$ cat src/rtl/sockit_spi_rdb.sv
`default_nettype none
// ============================================================================
// Module   : sockit_spi_rdb
// Purpose  : Read data buffer. FWFT FIFO of {ctl,dat} command words with
//            req/grt handshakes on both sides. Optional last-segment
//            interrupt built when SOCKIT_SPI_RDB_IRQ_EN is defined.
// Revision : 1.0 - initial release
// ============================================================================
module sockit_spi_rdb #(
  parameter int CCI   = 4,
  parameter int CDW   = 32,
  parameter int DEPTH = 4,
  parameter int DPL   = $clog2(DEPTH)
) (
  input  logic           clk,
  input  logic           rst,
  input  logic           clr,
  input  logic           cmd_req,
  input  logic [CCI-1:0] cmd_ctl,
  input  logic [CDW-1:0] cmd_dat,
  output logic           cmd_grt,
  output logic           bus_req,
  output logic [CCI-1:0] bus_ctl,
  output logic [CDW-1:0] bus_dat,
  input  logic           bus_grt,
  output logic [DPL:0]   sts_cnt,
  output logic           irq
);

  localparam logic [DPL:0] C_FULL = (DPL+1)'(DEPTH);

  logic [CCI+CDW-1:0] r_mem [DEPTH];
  logic [DPL-1:0]     r_wr_ptr;
  logic [DPL-1:0]     r_rd_ptr;
  logic [DPL:0]       r_cnt;
  logic               w_wr;
  logic               w_rd;

  // Flags come from the registered count only, so cmd_grt never sees cmd_req.
  assign cmd_grt = (r_cnt != C_FULL);
  assign bus_req = (r_cnt != '0);
  assign sts_cnt = r_cnt;
  assign w_wr    = cmd_req & cmd_grt;
  assign w_rd    = bus_req & bus_grt;

  assign {bus_ctl, bus_dat} = r_mem[r_rd_ptr];

  always_ff @(posedge clk) begin
    if (w_wr && !clr) begin
      r_mem[r_wr_ptr] <= {cmd_ctl, cmd_dat};
    end
  end

  always_ff @(posedge clk or negedge rst) begin
    if (!rst) begin
      r_wr_ptr <= '0;
      r_rd_ptr <= '0;
      r_cnt    <= '0;
    end else if (clr) begin
      r_wr_ptr <= '0;
      r_rd_ptr <= '0;
      r_cnt    <= '0;
    end else begin
      if (w_wr) r_wr_ptr <= r_wr_ptr + 1'b1;
      if (w_rd) r_rd_ptr <= r_rd_ptr + 1'b1;
      if (w_wr && !w_rd)      r_cnt <= r_cnt + 1'b1;
      else if (!w_wr && w_rd) r_cnt <= r_cnt - 1'b1;
    end
  end

`ifdef SOCKIT_SPI_RDB_IRQ_EN
  logic [DPL:0] r_lst_cnt;
  logic         r_irq;
  logic         w_lst_wr;
  logic         w_lst_rd;

  // Counts buffered words flagged as last segment (ctl bit 2).
  assign w_lst_wr = w_wr & cmd_ctl[2];
  assign w_lst_rd = w_rd & bus_ctl[2];

  always_ff @(posedge clk or negedge rst) begin
    if (!rst) begin
      r_lst_cnt <= '0;
      r_irq     <= 1'b0;
    end else if (clr) begin
      r_lst_cnt <= '0;
      r_irq     <= 1'b0;
    end else begin
      if (w_lst_wr && !w_lst_rd)      r_lst_cnt <= r_lst_cnt + 1'b1;
      else if (!w_lst_wr && w_lst_rd) r_lst_cnt <= r_lst_cnt - 1'b1;
      r_irq <= (r_lst_cnt != '0);
    end
  end

  assign irq = r_irq;
`else
  assign irq = 1'b0;
`endif

endmodule
`default_nettype wire

$ cat config.mk
export PLATFORM = sky130hd
export DESIGN_NAME = sockit_spi_rdb
export DESIGN_NICKNAME = d
export VERILOG_FILES = /design/src/rtl/sockit_spi_rdb.sv
export SDC_FILE = /design/constraint.sdc
export NUM_CORES = 1
export LEC_CHECK = 0
export CORE_MARGIN = 5
export CORE_UTILIZATION = 50
export DETAILED_ROUTE_END_ITERATION = 16
export PLACE_DENSITY = 0.83
export SETUP_SLACK_MARGIN = 0.2
export SYNTH_ARGS = -nofsm -noshare
export SYNTH_HDL_FRONTEND = slang
export SYNTH_SLANG_ARGS = --single-unit
export TNS_END_PERCENT = 1
$ cat constraint.sdc
create_clock -name clk -period 3.2 [get_ports clk]
set_input_delay 0.96 -clock clk [delete_from_list [all_inputs] [get_ports clk]]
set_output_delay 0.96 -clock clk [all_outputs]
set_load 0.01 [all_outputs]
==> flow_summary.toml, run 1 <==
[run_status]
status = "finished, final reports clean"

[cts]
clock_path_buffers = 2
cts_buffers = 17
cts-root-buf = "clkbuf_16"
cts_tree = "done"
clock-sinks = 151
worst_skew_pair.late_latency_ps = 410
htreeDepth = 4
clkSlewWorstSetupHoldPaths_ps = 60

[timing]
whs_ps = 595.7
hold_violations = 0
setup-violations-final = 0
min_period_ps = 3076
slew_viol_final = 0
skew_ps = 7.232
rsz0062_at_grt = "yes"
tns_ps = 0
min_period_over_period = 0.9612
max_clock_freq_mhz = 325.1

[yosys]
syn-instance-count = 251
synthSimpleGateAreaFrac = 0.02105
synth_mux_area_frac = 0.1480
synth-xor-area-share = 0.003038
yosysWarnings = 0
netlist_area_sq_um = 5766
avgSynthCellArea_sq_um = 22.97
ys_seq_area_frac = 0.7804
synth-compound-area-share = 0.01519
yosys-top-cells-area = "edfxtp_1 (75%), mux4_2 (14%), dfrtp_1 (3.0%)"
syn_nets = 297
synth_top_family_by_area = "multiplexers"
synth_top_area_cell = "edfxtp_1"
yosysTopAreaCellShare = 0.7500
ys_types = 32
synth-adder-area-share = 0.01215
ys_ff_latch = 151

[routing]
routed-wl-met3_microns = 625
vias_per_cell = 5.490
finalWirelength_microns = 10510
routedWlPerCell_microns = 20.69
drc = 0
met2WireLength_microns = 5397
drt-initial-drc-count = 129
dr.pass1.iters = 4
drtAntennaViolNets = 0
top_layer = "met4"
met1_length_microns = 4330
vias = 2789

[final_layout]
final_cell_area_sq_um = 7493
antenna_cells = 0
final_common_cell = "edfxtp_1"
fin_util = 0.6591
drive_above_1_share = 0.2438
nets = 398
final_cell_mix = "edfxtp_1 (144), clkdlybuf4s50_1 (80), mux4_2 (36), clkbuf_16 (18), buf_12 (10)"
syn2layout_area_growth_pct = 29.97

[place]
post_dp_cell_area_sq_um = 6883
gp_congestion = 0.8502
post-dp-hpwl_microns = 6459
port_buffers = 81

[floorplanning]
die_h_microns = 117.4
start_util = 0.5071
ios = 83
die-area_sq_um = 13780
core_area_sq_um = 11370
fp-row-count = 39
die_w_microns = 117.4

[power]
powerDensity_nw_per_um2 = 740.6
leakagePower_uw = 0.002436
pwr-share-clk = 0.339
switchingPower_uw = 1349
seqPwrFrac = 0.426
p_sw_frac = 0.2431
vdd_ir_drop_max_mv = 0.4191
intPower_uw = 4200
combPwrFrac = 0.235

[job]
cap_violations = 0

[worst_setup_path]
cpMaxStageDelayCell = "clkdlybuf4s50_1"
critPathCaptureType = "output port"
crit_path_max_incr_delay_ps = 530
path_cells = "buf_12 > mux4_2 > clkdlybuf4s50_1"
critPathLaunchType = "flop"
worstPathArrival_ps = 2120
crit_fanout = 12
crit_type = "flop to output port"
worstPathRequired_ps = 2240

[global_route]
grtUsageTotal = 0.1595
grt-ovfl-total = 0
grt_pass1_wl_microns = 16750
antenna_found_initial = 0
grt_pass1_vias = 3087
grt_max_degree = 37

[worst_hold_path]
hold_path_class = "flop to flop"
## path summary, 6_finish.rpt
| path | from | endpoint | slack, ps | depth (start not counted) |
|---|---|---|---|---|
| max in group asynchronous | rst | r_rd_ptr[0] | 2120 | 1 |
| min in group asynchronous | rst | r_wr_ptr[1] | 810 | 1 |
| max | r_rd_ptr[0] | bus_dat[0] | 120 | 3 |
| min reg2reg | r_wr_ptr[0] | r_wr_ptr[0] | 600 | 2 |
| max reg2reg | sts_cnt[2] | sts_cnt[2] | 970 | 6 |
| min | r_wr_ptr[0] | r_wr_ptr[0] | 600 | 2 |
## worst max-delay path, delay by kind of cell (launching register included)
| kind | cells | cell delay, ps |
|---|---|---|
| buf+inv | 2 | 730 |
| flops | 1 | 470 |
| mux | 1 | 500 |
## through the flow
stage | total power (uW) | instances | setup WS (ps)
detailed placement | 3684 | 475 | 271.5
global route | 5777 | 508 | 30.06
CTS | 5567 | 507 | 68.80
finish | 5550 | 508 | 124.2
global placement | 3652 | 475 | 366.9
floorplan | 3092 | 251 | 462.4
## cell usage after synthesis
library cell and count:
buf_1 1, buf_4 3, conb_1 1, buf_6 3, xor2_1 2, nand3_1 2
a311oi_1 1, o311ai_0 1, dfrtp_1 7, a21bo_2 1, a221oi_2 1, o21ai_0 2
buf_2 5, and2_1 4, ha_1 4, fa_1 1, edfxtp_1 144, a21oi_1 2
nand3b_1 2, clkbuf_2 1, nor3b_1 1, and4bb_2 1, nor3_1 2, o21a_1 1
mux2_1 2, mux2i_1 2, o31ai_1 1, inv_1 6, o311a_1 1, mux4_2 36
nor2_1 9, or3_2 1
## layout make-up
cell class                 count  area (sq um)
tap                          143         178.9
fill                         753          3876
multi-input combinational     81          1164
inverter                       6         22.52
clock buffer                  20         436.7
clock inverter                12         128.9
timing repair buffer          95          1061
sequential                   151          4502
## kinds of logic after synthesis
| group | Yosys count |
|---|---|
| flops | 151 |
| other cells | 1 |
| mux | 40 |
| simple gates | 22 |
| fa+ha+maj | 5 |
| buf+inv | 19 |
| xor+xnor | 2 |
| compound gates | 11 |
## metal layers
metal	vias to the layer above	track usage
li1	1243	-
met2	90	0.2613
met4	0	0.05511
met1	1441	0.1990
met5	-	0
met3	15	0.05486
## registers in the layout (all words and copies together) (netlist names)
name      cells
sts_cnt       3
r_mem       144
r_wr_ptr      2
r_rd_ptr      2
## power by group through the flow
stage | Sequential, uW | Combinational (uW) | Clock [uW]
2_1_floorplan | 2360 | 736 | 0
3_3_place_gp | 2380 | 1270 | 0
3_5_place_dp | 2390 | 1290 | 0
4_1_cts | 2350 | 1300 | 1910
5_1_grt | 2380 | 1400 | 2000
6_report | 2360 | 1310 | 1880
## what timing repair did
item	4_1_cts	5_1_grt
resized for setup	1	4
pin swaps	0	0
endpoints found under the setup margin	37	37
hold buffers	0	0
buffers inserted	0	0
cloned	0	1
Power figures use the tool's default switching activity.
==> run 2, diff against run 1 <==
--- a/config.mk
+++ b/config.mk
@@ -8,7 +8,7 @@
 export CORE_MARGIN = 5
 export CORE_UTILIZATION = 50
 export DETAILED_ROUTE_END_ITERATION = 16
-export PLACE_DENSITY = 0.83
+export PLACE_DENSITY = 0.76
 export SETUP_SLACK_MARGIN = 0.2
 export SYNTH_ARGS = -nofsm -noshare
 export SYNTH_HDL_FRONTEND = slang
==> run 2 against run 1 <==
Net effect:
- combinational power hardly changed
- clock skew is 2.4 ps higher
- sequential power about the same
- global-route usage shrank 0.12 points
- wire length rose by 0.35%
- flip-flop and latch count did not move
- worst hold slack better by 5.9 ps
- cell area down 0.18%
- critical path type unchanged
- critical endpoint is now bus_dat[31]
- highest routed layer unchanged
==> flow_summary.toml, run 2 (synthesis gave the netlist of run 1 again) <==
[cts]
htreeDepth = 4
cts_tree = "done"
clkSlewWorstSetupHoldPaths_ps = 60
cts_setup_buffers = 0
cts-root-buf = "clkbuf_16"
cts_buffers = 17
worst_skew_pair.late_latency_ps = 420
clock-sinks = 151
clock_path_buffers = 2

[final_layout]
nets = 400
final_common_cell = "edfxtp_1"
final_cell_area_sq_um = 7480
largest_register_ffs = 144
nFillCells = 758
top_register = "r_mem"
antenna_cells = 0
final_cell_mix = "edfxtp_1 (144), clkdlybuf4s50_1 (81), mux4_2 (36), clkbuf_16 (18), nor2_1 (9)"
drive_above_1_share = 0.2507
syn2layout_area_growth_pct = 29.73

[power]
powerDensity_nw_per_um2 = 749.2
vdd_ir_drop_max_mv = 0.5917
leakagePower_uw = 0.002444

[worst_setup_path]
worstPathRequired_ps = 2240
cp-startpoint = "r_rd_ptr[0]"
critPathLaunchType = "flop"
critPathCaptureType = "output port"
worstPathArrival_ps = 2130
crit_fanout = 13
r2r-start = "sts_cnt[2]"
crit_type = "flop to output port"

[place]
post_dp_cell_area_sq_um = 6860
port_buffers = 81
gp_congestion = 0.7780
post-dp-hpwl_microns = 6448

[timing]
tns_ps = 0
rsz0062_at_grt = "yes"
min_period_over_period = 0.9655
hold_violations = 0
setup-violations-final = 0
min_period_ps = 3089
skew_ps = 9.612
max_clock_freq_mhz = 323.7
slew_viol_final = 0

[worst_hold_path]
hp-start = "r_wr_ptr[0]"
hold_path_class = "flop to flop"

[routing]
finalWirelength_microns = 10550
vias_per_cell = 5.402
drc = 0
drtAntennaViolNets = 0
dr.pass1.iters = 4
drt-initial-drc-count = 162
vias = 2755
routedWlPerCell_microns = 20.68

[global_route]
grt_max_degree = 37
antenna_found_initial = 0
grt_pass1_wl_microns = 16520
grtUsageTotal = 0.1584
grt_pass1_vias = 3048
grt-ovfl-total = 0

[floorplanning]
fp-row-count = 39
die-area_sq_um = 13780
die_w_microns = 117.4
core_area_sq_um = 11370
start_util = 0.5071
ios = 83
die_h_microns = 117.4

[job]
cap_violations = 0

[run_status]
status = "finished, final reports clean"
## run 2: changes by cell type in the layout (fill, tap and decap cells not counted), sizes merged
cell,delta
buf,+2
clkbuf,-2
clkinv,+2
bufinv,+1
clkdlybuf4s50,+1
clkinvlp,-1
dlymetal6s2s,-1
## run 2: final cells by class
cell class | count | area (sq um) | share of cell area
timing repair buffer | 97 | 1031 | 0.1378
clock buffer | 18 | 429.2 | 0.05738
inverter | 6 | 22.52 | 0.003011
tap | 143 | 178.9 | 0.02392
multi-input combinational | 81 | 1159 | 0.1549
sequential | 151 | 4502 | 0.6019
clock inverter | 14 | 157.7 | 0.02108
## run 2: routing by layer
metal  vias to the layer above  GRT usage  wire length (microns)  share of wire
met1                      1406     0.1942                   4313           0.41
met5                         -          0                      0              0
met4                         0    0.05946                    222          0.021
met3                        17    0.05823                    567          0.054
li1                       1244          -                      -              -
met2                        88     0.2578                   5443           0.52
## run 2: where the power goes
group	internal, uW	switching [uW]	total, uW
Combinational	769	536	1310
Sequential	2280	71.4	2350
Clock	1220	733	1950
## run 2: metrics by stage
step	util	power (uW)	hold WS (ps)	worst slack (ps)	instances
3_3_place_gp	0.6034	3649	584.5	379.5	477
4_1_cts	0.6550	5615	602.6	87.39	509
2_1_floorplan	-	3092	557.3	462.4	251
6_report	0.6579	5604	601.7	110.6	510
5_1_grt	0.6579	5839	649.1	53.38	510
3_5_place_dp	0.6034	3672	593.8	282.4	477
## run 2: what timing repair did
item                                    CTS  global route
gates resized for setup                   0             2
endpoints found under the setup margin   36            36
cloned                                    0             1
hold buffers                              0             0
## run 2: critical path: stages, from the launching register on
cell and delay (ps):
dfrtp_2 460, clkbuf_16 230, mux4_2 520, clkdlybuf4s50_1 490
## run 2: final timing paths
| check | to | cells past startpoint | slack, ps |
|---|---|---|---|
| setup / recovery | bus_dat[31] | 3 | 110 |
| hold / removal | r_wr_ptr[0] | 2 | 600 |
| setup reg to reg | sts_cnt[2] | 7 | 970 |
| hold reg to reg | r_wr_ptr[0] | 2 | 600 |
| max in group asynchronous | r_rd_ptr[1] | 1 | 2110 |
| min in group asynchronous | sts_cnt[2] | 1 | 810 |
